[config.mk]
export PLATFORM = sky130hd
export DESIGN_NAME = vga_timing_gen_flat
export DESIGN_NICKNAME = d
export VERILOG_FILES = /design/src/rtl/vga_timing_pkg.sv /design/src/rtl/vga_timing_gen_if.sv /design/src/rtl/vga_timing_gen_pix_strobe_div.sv /design/src/rtl/vga_timing_gen.sv /design/src/flat_wrapper.sv
export SDC_FILE = /design/constraint.sdc
export NUM_CORES = 1
export LEC_CHECK = 0
export ABC_CLOCK_PERIOD_IN_PS = 3000
export BUFFER_PORTS_ARGS = -buffer_cell sky130_fd_sc_hd__clkbuf_2
export CORE_ASPECT_RATIO = 1.2
export CORE_MARGIN = 1
export CORE_UTILIZATION = 40
export DETAILED_ROUTE_END_ITERATION = 7
export SYNTH_ARGS = -nofsm -noshare
export SYNTH_HDL_FRONTEND = slang
export SYNTH_HIERARCHICAL = 1
export SYNTH_SLANG_ARGS = --single-unit
[constraint.sdc]
create_clock -name clk -period 3 [get_ports clk]
set_input_delay 0.3 -clock clk [delete_from_list [all_inputs] [get_ports clk]]
set_output_delay 0.3 -clock clk [all_outputs]
set_load 0.02 [all_outputs]
[src/rtl/vga_timing_pkg.sv]
// Shared constants and helpers for the VGA raster timing blocks.
// Holds the 640x480@60 and 800x600@60 geometries, a total() helper
// that sums one axis, and a width helper for sizing position counters.
package vga_timing_pkg;

  // 640x480 @ 60 Hz, 25.175 MHz pixel clock
  localparam int VGA640_H_ACTIVE = 640;
  localparam int VGA640_H_FP     = 16;
  localparam int VGA640_H_SYNC   = 96;
  localparam int VGA640_H_BP     = 48;
  localparam int VGA640_V_ACTIVE = 480;
  localparam int VGA640_V_FP     = 10;
  localparam int VGA640_V_SYNC   = 2;
  localparam int VGA640_V_BP     = 33;

  // 800x600 @ 60 Hz, 40 MHz pixel clock (positive syncs on real monitors)
  localparam int SVGA800_H_ACTIVE = 800;
  localparam int SVGA800_H_FP     = 40;
  localparam int SVGA800_H_SYNC   = 128;
  localparam int SVGA800_H_BP     = 88;
  localparam int SVGA800_V_ACTIVE = 600;
  localparam int SVGA800_V_FP     = 1;
  localparam int SVGA800_V_SYNC   = 4;
  localparam int SVGA800_V_BP     = 23;

  function automatic int total(input int active, input int fp, input int sync, input int bp);
    return active + fp + sync + bp;
  endfunction

  // Bits needed to count 0..n-1 (at least one bit).
  function automatic int width_for(input int n);
    return (n <= 1) ? 1 : $clog2(n);
  endfunction

endpackage

[src/rtl/vga_timing_gen_if.sv]
// Raster timing bundle between the timing generator and its consumers.
// master: the generator (takes ena, drives beam position, syncs, strobes).
// slave : a pixel pipeline or the PMOD driver (drives ena, reads the rest).
interface vga_timing_gen_if #(
  parameter int H_W     = 10,
  parameter int V_W     = 10,
  parameter int FRAME_W = 8
) ();
  logic               ena;
  logic               pix_stb;
  logic [H_W-1:0]     hpos;
  logic [V_W-1:0]     vpos;
  logic               display_on;
  logic               hsync;
  logic               vsync;
  logic               line_end;
  logic               frame_end;
  logic [FRAME_W-1:0] frame;

  modport master (
    input  ena,
    output pix_stb, hpos, vpos, display_on, hsync, vsync,
           line_end, frame_end, frame
  );

  modport slave (
    output ena,
    input  pix_stb, hpos, vpos, display_on, hsync, vsync,
           line_end, frame_end, frame
  );
endinterface

[src/rtl/vga_timing_gen_pix_strobe_div.sv]
// pix_strobe_div: divides clk by CLK_DIV into a one-clk pixel strobe.
// Ports: clk, rst_n (async active-low), ena (count enable; low holds the
// phase), pix_stb (high in the cycle the divider sits on its last count).
// With CLK_DIV=1 there is no state and pix_stb follows ena directly.
module pix_strobe_div #(
  parameter int CLK_DIV = 1
) (
  input  logic clk,
  input  logic rst_n,
  input  logic ena,
  output logic pix_stb
);

  if (CLK_DIV < 1) begin : g_bad_div
    $error("pix_strobe_div: CLK_DIV must be >= 1");
  end else if (CLK_DIV == 1) begin : g_pass
    logic unused_clk_rst;
    assign unused_clk_rst = clk ^ rst_n;
    assign pix_stb = ena;
  end else begin : g_div
    localparam int DW = $clog2(CLK_DIV);
    localparam logic [DW-1:0] LAST = DW'(CLK_DIV - 1);

    logic [DW-1:0] div;
    logic          at_last;

    assign at_last = (div == LAST);

    always_ff @(posedge clk or negedge rst_n) begin
      if (!rst_n) begin
        div <= '0;
      end else if (ena) begin
        div <= at_last ? '0 : div + DW'(1);
      end
    end

    assign pix_stb = ena & at_last;
  end

endmodule

[src/rtl/vga_timing_gen.sv]
// vga_timing_gen: parametrised VGA raster timing generator.
// Ports: clk, rst_n (async active-low) and a vga_timing_gen_if.master
// bundle: ena in; pix_stb, hpos, vpos, display_on, hsync, vsync,
// line_end, frame_end, frame out.
// Position registers advance on pix_stb; everything else is a
// zero-latency decode of the registered position.
module vga_timing_gen
  import vga_timing_pkg::*;
#(
  parameter int H_ACTIVE  = VGA640_H_ACTIVE,
  parameter int H_FP      = VGA640_H_FP,
  parameter int H_SYNC    = VGA640_H_SYNC,
  parameter int H_BP      = VGA640_H_BP,
  parameter int V_ACTIVE  = VGA640_V_ACTIVE,
  parameter int V_FP      = VGA640_V_FP,
  parameter int V_SYNC    = VGA640_V_SYNC,
  parameter int V_BP      = VGA640_V_BP,
  parameter bit HSYNC_POL = 1'b0,
  parameter bit VSYNC_POL = 1'b0,
  parameter int CLK_DIV   = 1,
  parameter int H_W       = 10,
  parameter int V_W       = 10,
  parameter int FRAME_W   = 8
) (
  input logic clk,
  input logic rst_n,
  vga_timing_gen_if.master vga
);

  localparam int H_TOTAL = total(H_ACTIVE, H_FP, H_SYNC, H_BP);
  localparam int V_TOTAL = total(V_ACTIVE, V_FP, V_SYNC, V_BP);

  if (H_ACTIVE < 1 || H_FP < 1 || H_SYNC < 1 || H_BP < 1 ||
      V_ACTIVE < 1 || V_FP < 1 || V_SYNC < 1 || V_BP < 1 ||
      CLK_DIV < 1 || FRAME_W < 1) begin : g_bad_param
    $error("vga_timing_gen: all geometry parameters and CLK_DIV must be >= 1");
  end
  if ((1 << H_W) < H_TOTAL) begin : g_bad_hw
    $error("vga_timing_gen: H_W too narrow for H_TOTAL");
  end
  if ((1 << V_W) < V_TOTAL) begin : g_bad_vw
    $error("vga_timing_gen: V_W too narrow for V_TOTAL");
  end

  // Sync windows end before the back porch, so every bound fits the counter width.
  localparam logic [H_W-1:0] H_LAST   = H_W'(H_TOTAL - 1);
  localparam logic [H_W-1:0] H_ACT    = H_W'(H_ACTIVE);
  localparam logic [H_W-1:0] HS_START = H_W'(H_ACTIVE + H_FP);
  localparam logic [H_W-1:0] HS_END   = H_W'(H_ACTIVE + H_FP + H_SYNC);
  localparam logic [V_W-1:0] V_LAST   = V_W'(V_TOTAL - 1);
  localparam logic [V_W-1:0] V_ACT    = V_W'(V_ACTIVE);
  localparam logic [V_W-1:0] VS_START = V_W'(V_ACTIVE + V_FP);
  localparam logic [V_W-1:0] VS_END   = V_W'(V_ACTIVE + V_FP + V_SYNC);

  logic               pix_stb;
  logic [H_W-1:0]     hpos;
  logic [V_W-1:0]     vpos;
  logic [FRAME_W-1:0] frame;
  logic               h_last;
  logic               v_last;
  logic               in_hsync;
  logic               in_vsync;

  pix_strobe_div #(.CLK_DIV(CLK_DIV)) u_pix_strobe_div (
    .clk     (clk),
    .rst_n   (rst_n),
    .ena     (vga.ena),
    .pix_stb (pix_stb)
  );

  assign h_last = (hpos == H_LAST);
  assign v_last = (vpos == V_LAST);

  always_ff @(posedge clk or negedge rst_n) begin
    if (!rst_n) begin
      hpos  <= '0;
      vpos  <= '0;
      frame <= '0;
    end else if (pix_stb) begin
      if (h_last) begin
        hpos <= '0;
        if (v_last) begin
          vpos  <= '0;
          frame <= frame + FRAME_W'(1);
        end else begin
          vpos <= vpos + V_W'(1);
        end
      end else begin
        hpos <= hpos + H_W'(1);
      end
    end
  end

  assign in_hsync = (hpos >= HS_START) && (hpos < HS_END);
  assign in_vsync = (vpos >= VS_START) && (vpos < VS_END);

  assign vga.pix_stb    = pix_stb;
  assign vga.hpos       = hpos;
  assign vga.vpos       = vpos;
  assign vga.frame      = frame;
  assign vga.display_on = (hpos < H_ACT) && (vpos < V_ACT);
  assign vga.hsync      = in_hsync ? HSYNC_POL : ~HSYNC_POL;
  assign vga.vsync      = in_vsync ? VSYNC_POL : ~VSYNC_POL;
  assign vga.line_end   = pix_stb & h_last;
  assign vga.frame_end  = pix_stb & h_last & v_last;

endmodule
[src/flat_wrapper.sv]
// flat-port wrapper written by rule: the top's interface ports become plain ports
module vga_timing_gen_flat import vga_timing_pkg::*;
#(
  parameter int H_ACTIVE  = VGA640_H_ACTIVE,
  parameter int H_FP      = VGA640_H_FP,
  parameter int H_SYNC    = VGA640_H_SYNC,
  parameter int H_BP      = VGA640_H_BP,
  parameter int V_ACTIVE  = VGA640_V_ACTIVE,
  parameter int V_FP      = VGA640_V_FP,
  parameter int V_SYNC    = VGA640_V_SYNC,
  parameter int V_BP      = VGA640_V_BP,
  parameter bit HSYNC_POL = 1'b0,
  parameter bit VSYNC_POL = 1'b0,
  parameter int CLK_DIV   = 1,
  parameter int H_W       = 10,
  parameter int V_W       = 10,
  parameter int FRAME_W   = 8
)
  (clk, rst_n, vga_ena, vga_pix_stb, vga_hpos, vga_vpos, vga_display_on, vga_hsync, vga_vsync, vga_line_end, vga_frame_end, vga_frame);
  vga_timing_gen_if #(.H_W(H_W), .V_W(V_W), .FRAME_W(FRAME_W)) vga_i ();
  input logic clk;
  input logic rst_n;
  input wire logic [$bits(vga_i.ena)-1:0] vga_ena;
  output wire logic [$bits(vga_i.pix_stb)-1:0] vga_pix_stb;
  output wire logic [$bits(vga_i.hpos)-1:0] vga_hpos;
  output wire logic [$bits(vga_i.vpos)-1:0] vga_vpos;
  output wire logic [$bits(vga_i.display_on)-1:0] vga_display_on;
  output wire logic [$bits(vga_i.hsync)-1:0] vga_hsync;
  output wire logic [$bits(vga_i.vsync)-1:0] vga_vsync;
  output wire logic [$bits(vga_i.line_end)-1:0] vga_line_end;
  output wire logic [$bits(vga_i.frame_end)-1:0] vga_frame_end;
  output wire logic [$bits(vga_i.frame)-1:0] vga_frame;
  assign vga_i.ena = vga_ena;
  assign vga_pix_stb = vga_i.pix_stb;
  assign vga_hpos = vga_i.hpos;
  assign vga_vpos = vga_i.vpos;
  assign vga_display_on = vga_i.display_on;
  assign vga_hsync = vga_i.hsync;
  assign vga_vsync = vga_i.vsync;
  assign vga_line_end = vga_i.line_end;
  assign vga_frame_end = vga_i.frame_end;
  assign vga_frame = vga_i.frame;
  vga_timing_gen #(.H_ACTIVE(H_ACTIVE), .H_FP(H_FP), .H_SYNC(H_SYNC), .H_BP(H_BP), .V_ACTIVE(V_ACTIVE), .V_FP(V_FP), .V_SYNC(V_SYNC), .V_BP(V_BP), .HSYNC_POL(HSYNC_POL), .VSYNC_POL(VSYNC_POL), .CLK_DIV(CLK_DIV), .H_W(H_W), .V_W(V_W), .FRAME_W(FRAME_W)) u_core (.clk(clk), .rst_n(rst_n), .vga(vga_i));
endmodule
# ---- Word level (Yosys, flattened, before mapping)
# Cells that the tools add are included.
dict set report totals {
  ff_bits 28
  input_bits 3
  output_inout_bits 34
  elab_cells 25
}
dict set report classes {
  addsub 3
  magnitude_cmp 6
  eq_ne 2
  n_mux 4
  n_bitwise 2
  reduce_logical 5
}
# op count
set ops {}
lappend ops {{$add A10 B1 Y10 const B} 2}
lappend ops {{$eq A10 B10 Y1 const B} 2}
lappend ops {{$lt A10 B10 Y1 const B} 2}
lappend ops {{$lt A10 B9 Y1 const B} 2}
lappend ops {{$mux W10} 2}
lappend ops {{$ge A10 B10 Y1 const B} 1}
lappend ops {{$ge A10 B9 Y1 const B} 1}
lappend ops {{$add A8 B1 Y8 const B} 1}
lappend ops {{$logic_and A1 B1 Y1} 3}
lappend ops {{$reduce_and A3 Y1} 1}
lappend ops {{$and A1 B1 Y1} 2}
lappend ops {{$mux W1} 2}
lappend ops {{$reduce_and A2 Y1} 1}

# ---- Logic depth before layout (Yosys ltp)
dict set report logic_depth {
  depth_word 3
  depth_mapped 9
  depth_no_buf 6
}

# ---- Hierarchy
# The synthesis kept the hierarchy.
# mod n_inst cells_each area_per_inst_um2 seq_area_each_um2
set by_module_without_submodules {}
lappend by_module_without_submodules {vga_timing_gen 1 142 1425.1 700.7}
lappend by_module_without_submodules {pix_strobe_div 1 1 7.5 0.0}

# ---- Worst setup path after synthesis
# Ideal clock, no wire load.
dict set report synth_path {
  path_kind {reg-to-reg}
  from {reg u_core.hpos[0] (netlist: u_core/vga.hpos[0])}
  to {reg u_core.frame[1] (netlist: u_core/vga.frame[1])}
  setup_ns 0.125
  t_arrival_ns 2.290
  t_required_ns 2.875
  path_slack_ns 0.586
  stages_incl_launch_ff 7
  path_buffers 1
  period_less_slack_ns 2.414
  cell_sequence {dfrtp_1 > ha_1 > nand3_1 > or4_1 > buf_2 > nor2_1 > mux2_2}
}
dict set report synth_between {
  elab_chain_len 2
}
# element line
set synth_rtl {}
lappend synth_rtl {{start: declaration} vga_timing_gen.sv:56} ;# logic [H_W-1:0] hpos;
lappend synth_rtl {{start signal: assignment} vga_timing_gen.sv:89} ;# hpos <= hpos + H_W'(1);
lappend synth_rtl {{$eq A10 B10 Y1} vga_timing_gen.sv:71} ;# assign h_last = (hpos == H_LAST);
lappend synth_rtl {{$reduce_and A3 Y1 (no source line)} -}
lappend synth_rtl {{end signal: assignment} vga_timing_gen.sv:84} ;# frame <= frame + FRAME_W'(1);
lappend synth_rtl {{end: declaration} vga_timing_gen.sv:58} ;# logic [FRAME_W-1:0] frame;
# No other way between the ends.
# A chain may end at the register's enable or synchronous reset.

# ---- Worst setup path in the final report
dict set report layout_path {
  from {reg u_core.hpos[0] (netlist: u_core/vga.hpos[0])}
  to {out vga_line_end}
}
dict set report layout_between {
  elab_chain_len 2
}
# element line
set layout_rtl {}
lappend layout_rtl {{$eq A10 B10 Y1} vga_timing_gen.sv:71}
lappend layout_rtl {{$and A1 B1 Y1} vga_timing_gen.sv:104} ;# assign vga.line_end = pix_stb & h_last;
lappend layout_rtl {{end: declaration} flat_wrapper.sv:30} ;# output wire logic [$bits(vga_i.line_end)-1:0] vga_line_end;
# No other way between the ends.

==> key figures <==
Synth
  • Most numerous cell in the Yosys netlist: dfrtp_1
  • Syn Std Cell Area: 1430 µm²
  • Post-Synth XOR/XNOR Area: 0.116
  • Yosys warning count: 6
  • Synth unique cells: 31
  • Post-synth ARST share: 1.00
  • Number of flops mapped to enable cells by yosys: 0
  • Synth area leader: dfrtp_1
  • Flops & latches, synth: 28
  • Cells after Synth: 143
  • Syn Nets: 152
  • Post-synthesis adder-cell area fraction: 0.0524
  • Synth top area cells: dfrtp_1, xnor2_1, ha_1
  • Mux cell area share after synthesis: 0.0157
  • Simple-Gate Fraction of Synth Area: 0.231
  • Post-synth top area share: 0.489
  • Ys flop type: dfrtp_1
  • Avg Inst Size Synth: 10.0 µm²
  • Sequential element share of the synthesized area: 0.489
  • Synth Area in Compound Gates: 0.0568
  • Largest family of logic cells by synthesized area: simple AND/OR/NAND/NOR gates
  • Top post-synthesis cells by count: dfrtp_1, xnor2_1, nand2_1

Pwr
  • P_leak: 0.000869 µW
  • Cell Pwr Density: 511 nW/µm²
  • Total power: 862 µW
  • VDD IR max: 0.000378 V

Route
  • Final WL: 3080 µm
  • First-pass detailed-route iteration total: 4
  • Routed len/inst: 14.3 µm
  • Antenna Nets Post-Route: 0
  • # DRC: 0
  • Initial drt markers: 21
  • Routed vias: 1180
  • Vias per cell: 5.49

Floorplanning
  • Die H: 67.6 µm
  • Placement Rows: 23
  • Full die area: 3830 µm²
  • Initial core utilization: 0.425
  • Die X: 56.6 µm
  • Boundary Pins: 37
  • Core area: 3370 µm²

Clock network
  • Clock tree root buffer cell: clkbuf_8
  • CTS Buffer Depth: 2
  • # Post-CTS Setup Buffers: 0
  • Clk pin slew, worst setup/hold paths: 0.10 ns
  • H-tree Lvls: 1
  • PostCTS Resize Cnt: 0
  • CTS Buf Count: 3
  • CTS tree: yes
  • # hold bufs at CTS: 0
  • Latest clock arrival within the worst-skew pair: 0.28 ns
  • Total clock sinks: 28

Placed design
  • Post-Place Cells: 211
  • IO buf count: 36
  • HPWL after detailed placement: 2220 µm
  • Area after DPL: 1630 µm²
  • Placer's final routability congestion estimate: 0.808

Layout
  • Final instance area: 1690 µm²
  • N_diodes: 0
  • Fillers: 329
  • Layout area overhead: 17.8%
  • Final nets: 188
  • Non-Filler Instances: 215
  • Area of the multi-input gates: 676 µm²
  • Share of cells above drive strength 1: 0.242
  • Seq. cell area: 701 µm²

GRT
  • Tot GR Track Use: 0.167
  • First-pass GRT wire length: 4970 µm
  • Vias in the first global route: 1130
  • Total congestion overflow: 0
  • Largest net degree at the start of global routing: 29
  • Initial antenna violation count: 0

Critical path
  • Slowest CP cell: or4_1
  • Critical Path RT: 2.70 ns
  • CP Cell Sequence: ha_1, nand3_1, or4_1, inv_2, clkbuf_2
  • Worst-path fanout max: 19
  • Max stage delay on crit path: 0.70 ns
  • Register-to-register setup slack: 0.67 ns
  • Worst path arrival time: 2.30 ns
  • Setup crit end kind: primary output
  • Crit path kind: flop to primary output
  • Critical Path Source Type: flop

Timing
  • Final Max Slew Viols: 0
  • # setup viols final: 0
  • Tightest Pin Transition: 0.700 ns
  • Setup TNS: 0 ns
  • Tmin final: 2.60 ns
  • Worst relative slew slack: 0.533
  • Unrepaired setup endpoints after global routing: false
  • Layout Skew: 0.00239 ns
  • Final period util: 0.867
  • Hold Fails Final Rpt: 0
  • Worst hold slack: 0.0511 ns
  • Maximum clock frequency: 384 MHz

Flow run
  • Max-cap viol count: 0

Run status
  • Status: completed

Worst hold path
  • Worst Hold Class: input port to async pin
worst max-delay path, delay by kind of cell, from the launching register on:
kind / cells / cell delay, ns
buffers and inverters: 2 / 0.55
flip-flops: 1 / 0.42
adder cells (fa/ha/maj): 1 / 0.23
AND/OR/NAND/NOR: 2 / 0.82
cell type report:
class                           instances  share of cell area
Sequential cell                        28               0.415
Multi-Input combinational cell        102               0.400
Timing Repair Buffer                   36               0.107
Clock buffer                            4              0.0326
Tap cell                               37              0.0274
Inverter                                8              0.0178
state kept, by name, summed over array words and instances (netlist names):
register / flops
u_core/vga.hpos: 10
u_core/vga.frame: 8
u_core/vga.vpos: 10
power by group:
part           internal [µW]  total [µW]  switching, µW
combinational           60.1         166            106
clock                    118         237            119
sequential               411         459           48.3
total                    588         862            274
final timing paths:
kind	cells past startpoint	end	from
max in group asynchronous	1	u_core/vga.vpos[0]	rst_n
min	1	u_core/vga.vpos[6]	rst_n
max reg2reg	6	u_core/vga.vpos[4]	u_core/vga.hpos[0]
min reg2reg	1	u_core/vga.frame[7]	u_core/vga.frame[7]
min in group clk	2	u_core/vga.hpos[1]	vga_ena
max	5	vga_line_end	u_core/vga.hpos[0]
through the flow:
stage	setup WS, ns	utilization
2_1_floorplan	0.586	-
3_3_place_gp	0.748	0.485
3_5_place_dp	0.699	0.485
4_1_cts	0.397	0.501
5_1_grt	0.254	0.501
6_report	0.399	0.501
layer usage:
metal	vias up	wire (µm)	share of wire	track usage
li1	576	-	-	-
met1	567	1360	0.44	0.208
met2	32	1570	0.51	0.293
met3	5	120	0.039	0.0307
met4	0	34	0.011	0.0579
met5	-	0	0	0
cell families after synthesis:
group	after synthesis
DFF	28
xor gates and xnor gates	19
buffers and inverters	13
adders and majority gates	6
AOI/OAI and AO/OA	13
and+or+nand+nor	62
muxes	2
layout by cell type, fill, tap and decap left out, types with 6 or more instances in the layout:
cell and count:
nand3_1 9, nand2_1 11, xnor2_1 12, xor2_1 7, nor3_1 6, dfrtp_1 28
nor2_1 9, ha_1 6, nand4_1 9, inv_1 7, clkbuf_2 36
Power figures use the tool's default switching activity.
